**config.mk**
```make
export PLATFORM = sky130hd
export DESIGN_NAME = seq_shifter
export DESIGN_NICKNAME = d
export VERILOG_FILES = /design/src/rtl/shift_pkg.sv /design/src/rtl/shift_step.sv /design/src/rtl/seq_shifter.sv
export SDC_FILE = /design/constraint.sdc
export NUM_CORES = 1
export LEC_CHECK = 0
export ABC_AREA = 1
export BUFFER_PORTS_ARGS = -buffer_cell sky130_fd_sc_hd__buf_2
export CAP_MARGIN = 40
export CORE_MARGIN = 1
export CORE_UTILIZATION = 46
export CTS_CLUSTER_DIAMETER = 30
export DETAILED_ROUTE_END_ITERATION = 10
export GPL_TIMING_DRIVEN = 0
export PLACE_DENSITY = 0.86
export SYNTH_ARGS = -nofsm -noshare
export SYNTH_HDL_FRONTEND = slang
export SYNTH_SLANG_ARGS = --single-unit
export TNS_END_PERCENT = 50
```
**constraint.sdc**
```tcl
create_clock -name clk -period 1.3 [get_ports clk]
set_input_delay 0 -clock clk [delete_from_list [all_inputs] [get_ports clk]]
set_output_delay 0 -clock clk [all_outputs]
set_load 0.005 [all_outputs]
```
**src/rtl/shift_pkg.sv**
```systemverilog
// Shared types for the sequential shifter: operation codes and control-FSM states.
package shift_pkg;

  typedef enum logic [1:0] {
    SLL = 2'b00,
    SRL = 2'b01,
    SRA = 2'b10,
    ROL = 2'b11
  } op_e;

  typedef enum logic [1:0] {
    IDLE  = 2'b00,
    SHIFT = 2'b01,
    DONE  = 2'b10
  } state_e;

endpackage

```
**src/rtl/shift_step.sv**
```systemverilog
// Combinational single-bit shift step; out_bit is the bit leaving the word.
module shift_step
  import shift_pkg::*;
#(
  parameter int WIDTH = 8
) (
  input  logic [WIDTH-1:0] x,
  input  op_e              op,
  output logic [WIDTH-1:0] y,
  output logic             out_bit
);

  always_comb begin
    y       = x;
    out_bit = 1'b0;
    case (op)
      SLL: begin
        y       = {x[WIDTH-2:0], 1'b0};
        out_bit = x[WIDTH-1];
      end
      SRL: begin
        y       = {1'b0, x[WIDTH-1:1]};
        out_bit = x[0];
      end
      SRA: begin
        y       = {x[WIDTH-1], x[WIDTH-1:1]};
        out_bit = x[0];
      end
      ROL: begin
        y       = {x[WIDTH-2:0], x[WIDTH-1]};
        out_bit = x[WIDTH-1];
      end
      default: begin
        y       = x;
        out_bit = 1'b0;
      end
    endcase
  end

endmodule

```
**src/rtl/seq_shifter.sv**
```systemverilog
// Sequential shifter: one bit position per clock, valid/ready on both sides.
module seq_shifter
  import shift_pkg::*;
#(
  parameter  int WIDTH = 8,
  localparam int SHW   = $clog2(WIDTH)
) (
  input  logic             clk,
  input  logic             reset,
  input  logic             in_valid,
  output logic             in_ready,
  input  logic [WIDTH-1:0] din,
  input  logic [SHW-1:0]   shamt,
  input  logic [1:0]       op,
  output logic             out_valid,
  input  logic             out_ready,
  output logic [WIDTH-1:0] dout,
  output logic             ovf
);

  localparam logic [SHW-1:0] CNT_ONE = SHW'(1);

  state_e           r_state;
  op_e              r_op;
  logic [WIDTH-1:0] r_x;
  logic [SHW-1:0]   r_cnt;
  logic             r_ovf;

  logic [WIDTH-1:0] w_y;
  logic             w_out_bit;

  shift_step #(.WIDTH(WIDTH)) u_step (
    .x       (r_x),
    .op      (r_op),
    .y       (w_y),
    .out_bit (w_out_bit)
  );

  always_ff @(posedge clk) begin
    if (reset) begin
      r_state <= IDLE;
      r_op    <= SLL;
      r_x     <= '0;
      r_cnt   <= '0;
      r_ovf   <= 1'b0;
    end else begin
      case (r_state)
        IDLE: begin
          if (in_valid) begin
            r_x     <= din;
            r_cnt   <= shamt;
            r_op    <= op_e'(op);
            r_ovf   <= 1'b0;
            r_state <= (shamt == '0) ? DONE : SHIFT;
          end
        end
        SHIFT: begin
          r_x   <= w_y;
          r_cnt <= r_cnt - 1'b1;
          // Overflow is sticky across steps and only meaningful for SLL.
          if (r_op == SLL && w_out_bit) begin
            r_ovf <= 1'b1;
          end
          if (r_cnt == CNT_ONE) begin
            r_state <= DONE;
          end
        end
        DONE: begin
          if (out_ready) begin
            r_state <= IDLE;
          end
        end
        default: r_state <= IDLE;
      endcase
    end
  end

  assign in_ready  = (r_state == IDLE);
  assign out_valid = (r_state == DONE);
  assign dout      = r_x;
  assign ovf       = r_ovf;

endmodule

```
==> impl_results.rst <==
.. list-table::
   :header-rows: 1

   * - Metric
     - Value
   * - Outcome
     - complete, but fails checks
   * - Violations in the final reports
     - negative hold slack
   * - Combinational group share of total power
     - 0.578
   * - Residual overflow from global routing
     - 0
   * - Sw frac
     - 0.465
   * - Share of Yosys cell area claimed by the top area cell type
     - 0.307
   * - Final HPWL DP
     - 1.85 mm
   * - Post-synth cell types
     - 17
   * - IR Drop Worst-Case VDD
     - 1100 uV
   * - Count of boundary I/O pins
     - 28
   * - Power share of the sequential group
     - 0.317
   * - Max FO, Critical Path
     - 7
   * - Floorplan row count
     - 16
   * - Die area
     - 2460 um^2
   * - Total power
     - 2.67 mW
   * - Starting DRT DRC Count
     - 31
   * - Final hold violation count
     - 1
   * - LEAKAGE
     - 0.628 nW
   * - Sequential area share after synthesis
     - 0.307
   * - Net Sw Power
     - 1.24 mW
   * - H-Tree Level Count
     - 1
   * - Arr. time, crit path
     - 1.47 ns
   * - Number of nets produced by synthesis
     - 190
   * - Ratio of cells with drive above 1 in the final layout
     - 0.247
   * - Final clock period utilization by the worst path
     - 0.975
   * - Die boundary width
     - 49.6 um
   * - Finished Layout Cells
     - 225
   * - Clock power share
     - 0.105
   * - Vias in the first global route
     - 1,033
   * - RePlAce Congestion
     - 0.828
   * - Launch point of the critical path
     - r_op[0]$_SDFFE_PP0P_
   * - Slack of the worst reg-to-reg path
     - 0.03 ns
   * - Total routing usage reported by global routing
     - 0.222
   * - WS Path Type
     - register to register
   * - Detailed-route wire length per cell
     - 11.8 um
   * - Critical register-to-register path endpoint
     - dout[0]$_SDFFE_PP0P_
   * - Global-route wire length before repair
     - 4.16 mm
   * - Total routed wirelength
     - 2.66 mm
   * - Slew Viols, Final
     - 0
   * - Leading area contributor after synthesis
     - dfxtp_1
   * - Critical Path End
     - dout[0]$_SDFFE_PP0P_
   * - Synthesized instance count
     - 166
   * - Count of synthesis-stage warnings from yosys
     - 0
   * - Required time reported for the critical path endpoint
     - 1.50 ns
   * - Buffer depth of the longest clock path
     - 2
   * - Maximum number of pins on one net before global-route repair
     - 11
   * - Antenna Diode Count
     - 0
   * - Input/output buffers
     - 26
   * - Most frequent cells in the layout
     - nand2_1, nor2_1, buf_2
   * - Setup-violating endpoint count in the final report
     - 0
   * - Vertical die dimension
     - 49.6 um
   * - Normalized max-slew margin
     - 0.750
   * - Cell area after synthesis
     - 1040 um^2
   * - Max Clock Skew
     - 0.00295 ns
   * - Antenna violations before repair
     - 0
   * - Path depth of the worst reg2reg path
     - 8
   * - CP Capture Type
     - register
   * - Post-synthesis to final-layout area growth
     - 25.9%
   * - R2R Path Start
     - r_op[0]$_SDFFE_PP0P_
   * - Pwr/cell area
     - 2030 nW/um^2
   * - RSZ-0062 raised after global routing
     - true
   * - TritonCTS clock tree
     - built
   * - Placeable Area
     - 2040 um^2
   * - Clock root buffer
     - clkbuf_4
   * - Clock insertion delay at the later pin of the skew report
     - 0.30 ns
   * - Drt pass-1 iters
     - 5
   * - Final layout net count
     - 224
   * - Design internal power
     - 1.43 mW
   * - Worst min-delay path class
     - primary input to register
   * - Post-layout util
     - 0.643
   * - Cell total after placement
     - 219
   * - Shortest clock period the worst path allows after layout
     - 1.27 ns
   * - Max frequency
     - 0.789 GHz
   * - Mean post-synth cell area
     - 6.29 um^2
   * - Number of vias in the routed layout
     - 1,160
   * - Leading cell type in the layout, fill and taps excluded
     - nand2_1
   * - DRC violation count after routing
     - 0
   * - Clock Pin Slew Worst Setup and Hold Paths
     - 0.09 ns
   * - Setup TNS Final
     - 0 ns
   * - Number of max-cap violations
     - 0
   * - Synth area leaders
     - dfxtp_1, nand2_1, nor2_1, inv_1, ha_1
   * - Initial Utilization
     - 0.511
   * - Kind of launch point of the worst setup path
     - register
   * - Worst hold margin
     - -0.0103 ns
   * - Vias per cell
     - 5.16
   * - Register bit count reported by yosys
     - 16
   * - Clock Sink Count
     - 16
   * - Clock buffer count from CTS
     - 3
   * - Count of antenna-violating nets left after detailed routing
     - 0
   * - Pin slew with the least headroom to its limit
     - 0.375 ns
-- final cells by class --
cell class                 count  area [um^2]
fill                         201          728
multi-input combinational    120          631
sequential                    16          325
timing repair buffer          29          170
inverter                      26         97.6
buffer                         4         33.8
tap                           27         33.8
clock buffer                   3         22.5
-- synth_stat cells --
cell type,n
nand2_1,37
buf_6,2
nand3b_1,2
o21ai_2,2
dfxtp_1,16
inv_1,25
nand2_2,1
nor2_4,1
o21ai_0,16
nor2_1,28
a21oi_1,12
ha_1,7
nand3_1,13
inv_2,1
buf_1,1
o211ai_1,1
buf_2,1
-- stage by stage --
step           setup WS (ns)  instance area [um^2]
6_report              0.0324                  1310
5_1_grt              -0.0517                  1310
4_1_cts              -0.0112                  1260
3_5_place_dp         -0.0934                  1210
3_3_place_gp         -0.0636                  1210
2_1_floorplan         0.0484                  1040
-- what timing repair did --
action	in CTS	in global routing
pin swaps	1	1
setup buffers	0	1
resized for setup	6	12
hold buffers	2	0
endpoints found under the setup margin	8	15
hold endpoints to repair	2	0
-- power by group through the flow --
stage | registers [mW] | logic, mW | clock network, mW
after floorplan | 0.809 | 0.992 | 0
after global placement | 0.819 | 1.30 | 0
after detailed placement | 0.832 | 1.35 | 0
after CTS | 0.827 | 1.38 | 0.285
after global routing | 0.873 | 1.73 | 0.312
final | 0.847 | 1.54 | 0.279
-- state kept, by name, indices dropped and copies added, names as in the netlist --
signal / count
dout: 8
ovf: 1
r_cnt: 3
r_op: 2
r_state: 2
-- critical path: stages, from the launching register on --
cell and delay [ns]:
dfxtp_2 0.37, inv_2 0.07, ha_2 0.20, inv_1 0.10
nand2_4 0.08, nand3b_1 0.10, nand2_1 0.08, a21oi_2 0.12
nor2_1 0.05
-- how the worst min path moves through the flow --
stage / cells past startpoint / startpoint / slack [ns] / to
detailed placement: 3 / op[1] / 0.30 / r_op[1]$_SDFFE_PP0P_
CTS: 3 / op[0] / 0.004 / r_op[0]$_SDFFE_PP0P_
global placement: 3 / op[0] / 0.28 / r_op[0]$_SDFFE_PP0P_
finish: 3 / op[0] / -0.01 / r_op[0]$_SDFFE_PP0P_
global route: 3 / op[0] / 0.02 / r_op[0]$_SDFFE_PP0P_
floorplan: 2 / op[1] / 0.19 / r_op[1]$_SDFFE_PP0P_
-- layer usage --
layer  wire [um]  global-route usage
met5           0                   0
met3         103              0.0494
met4          61               0.138
met2        1350               0.394
met1        1140               0.235
-- cell families (layout without fill, tap and decap cells) --
group / after synthesis / in the layout / synth area share
simple gates: 82 / 82 / 0.327
buf+inv: 30 / 62 / 0.123
fa+ha+maj: 7 / 7 / 0.0839
compound gates: 31 / 31 / 0.158
flops: 16 / 16 / 0.307
Note: power is estimated with default switching activity, not from simulation.
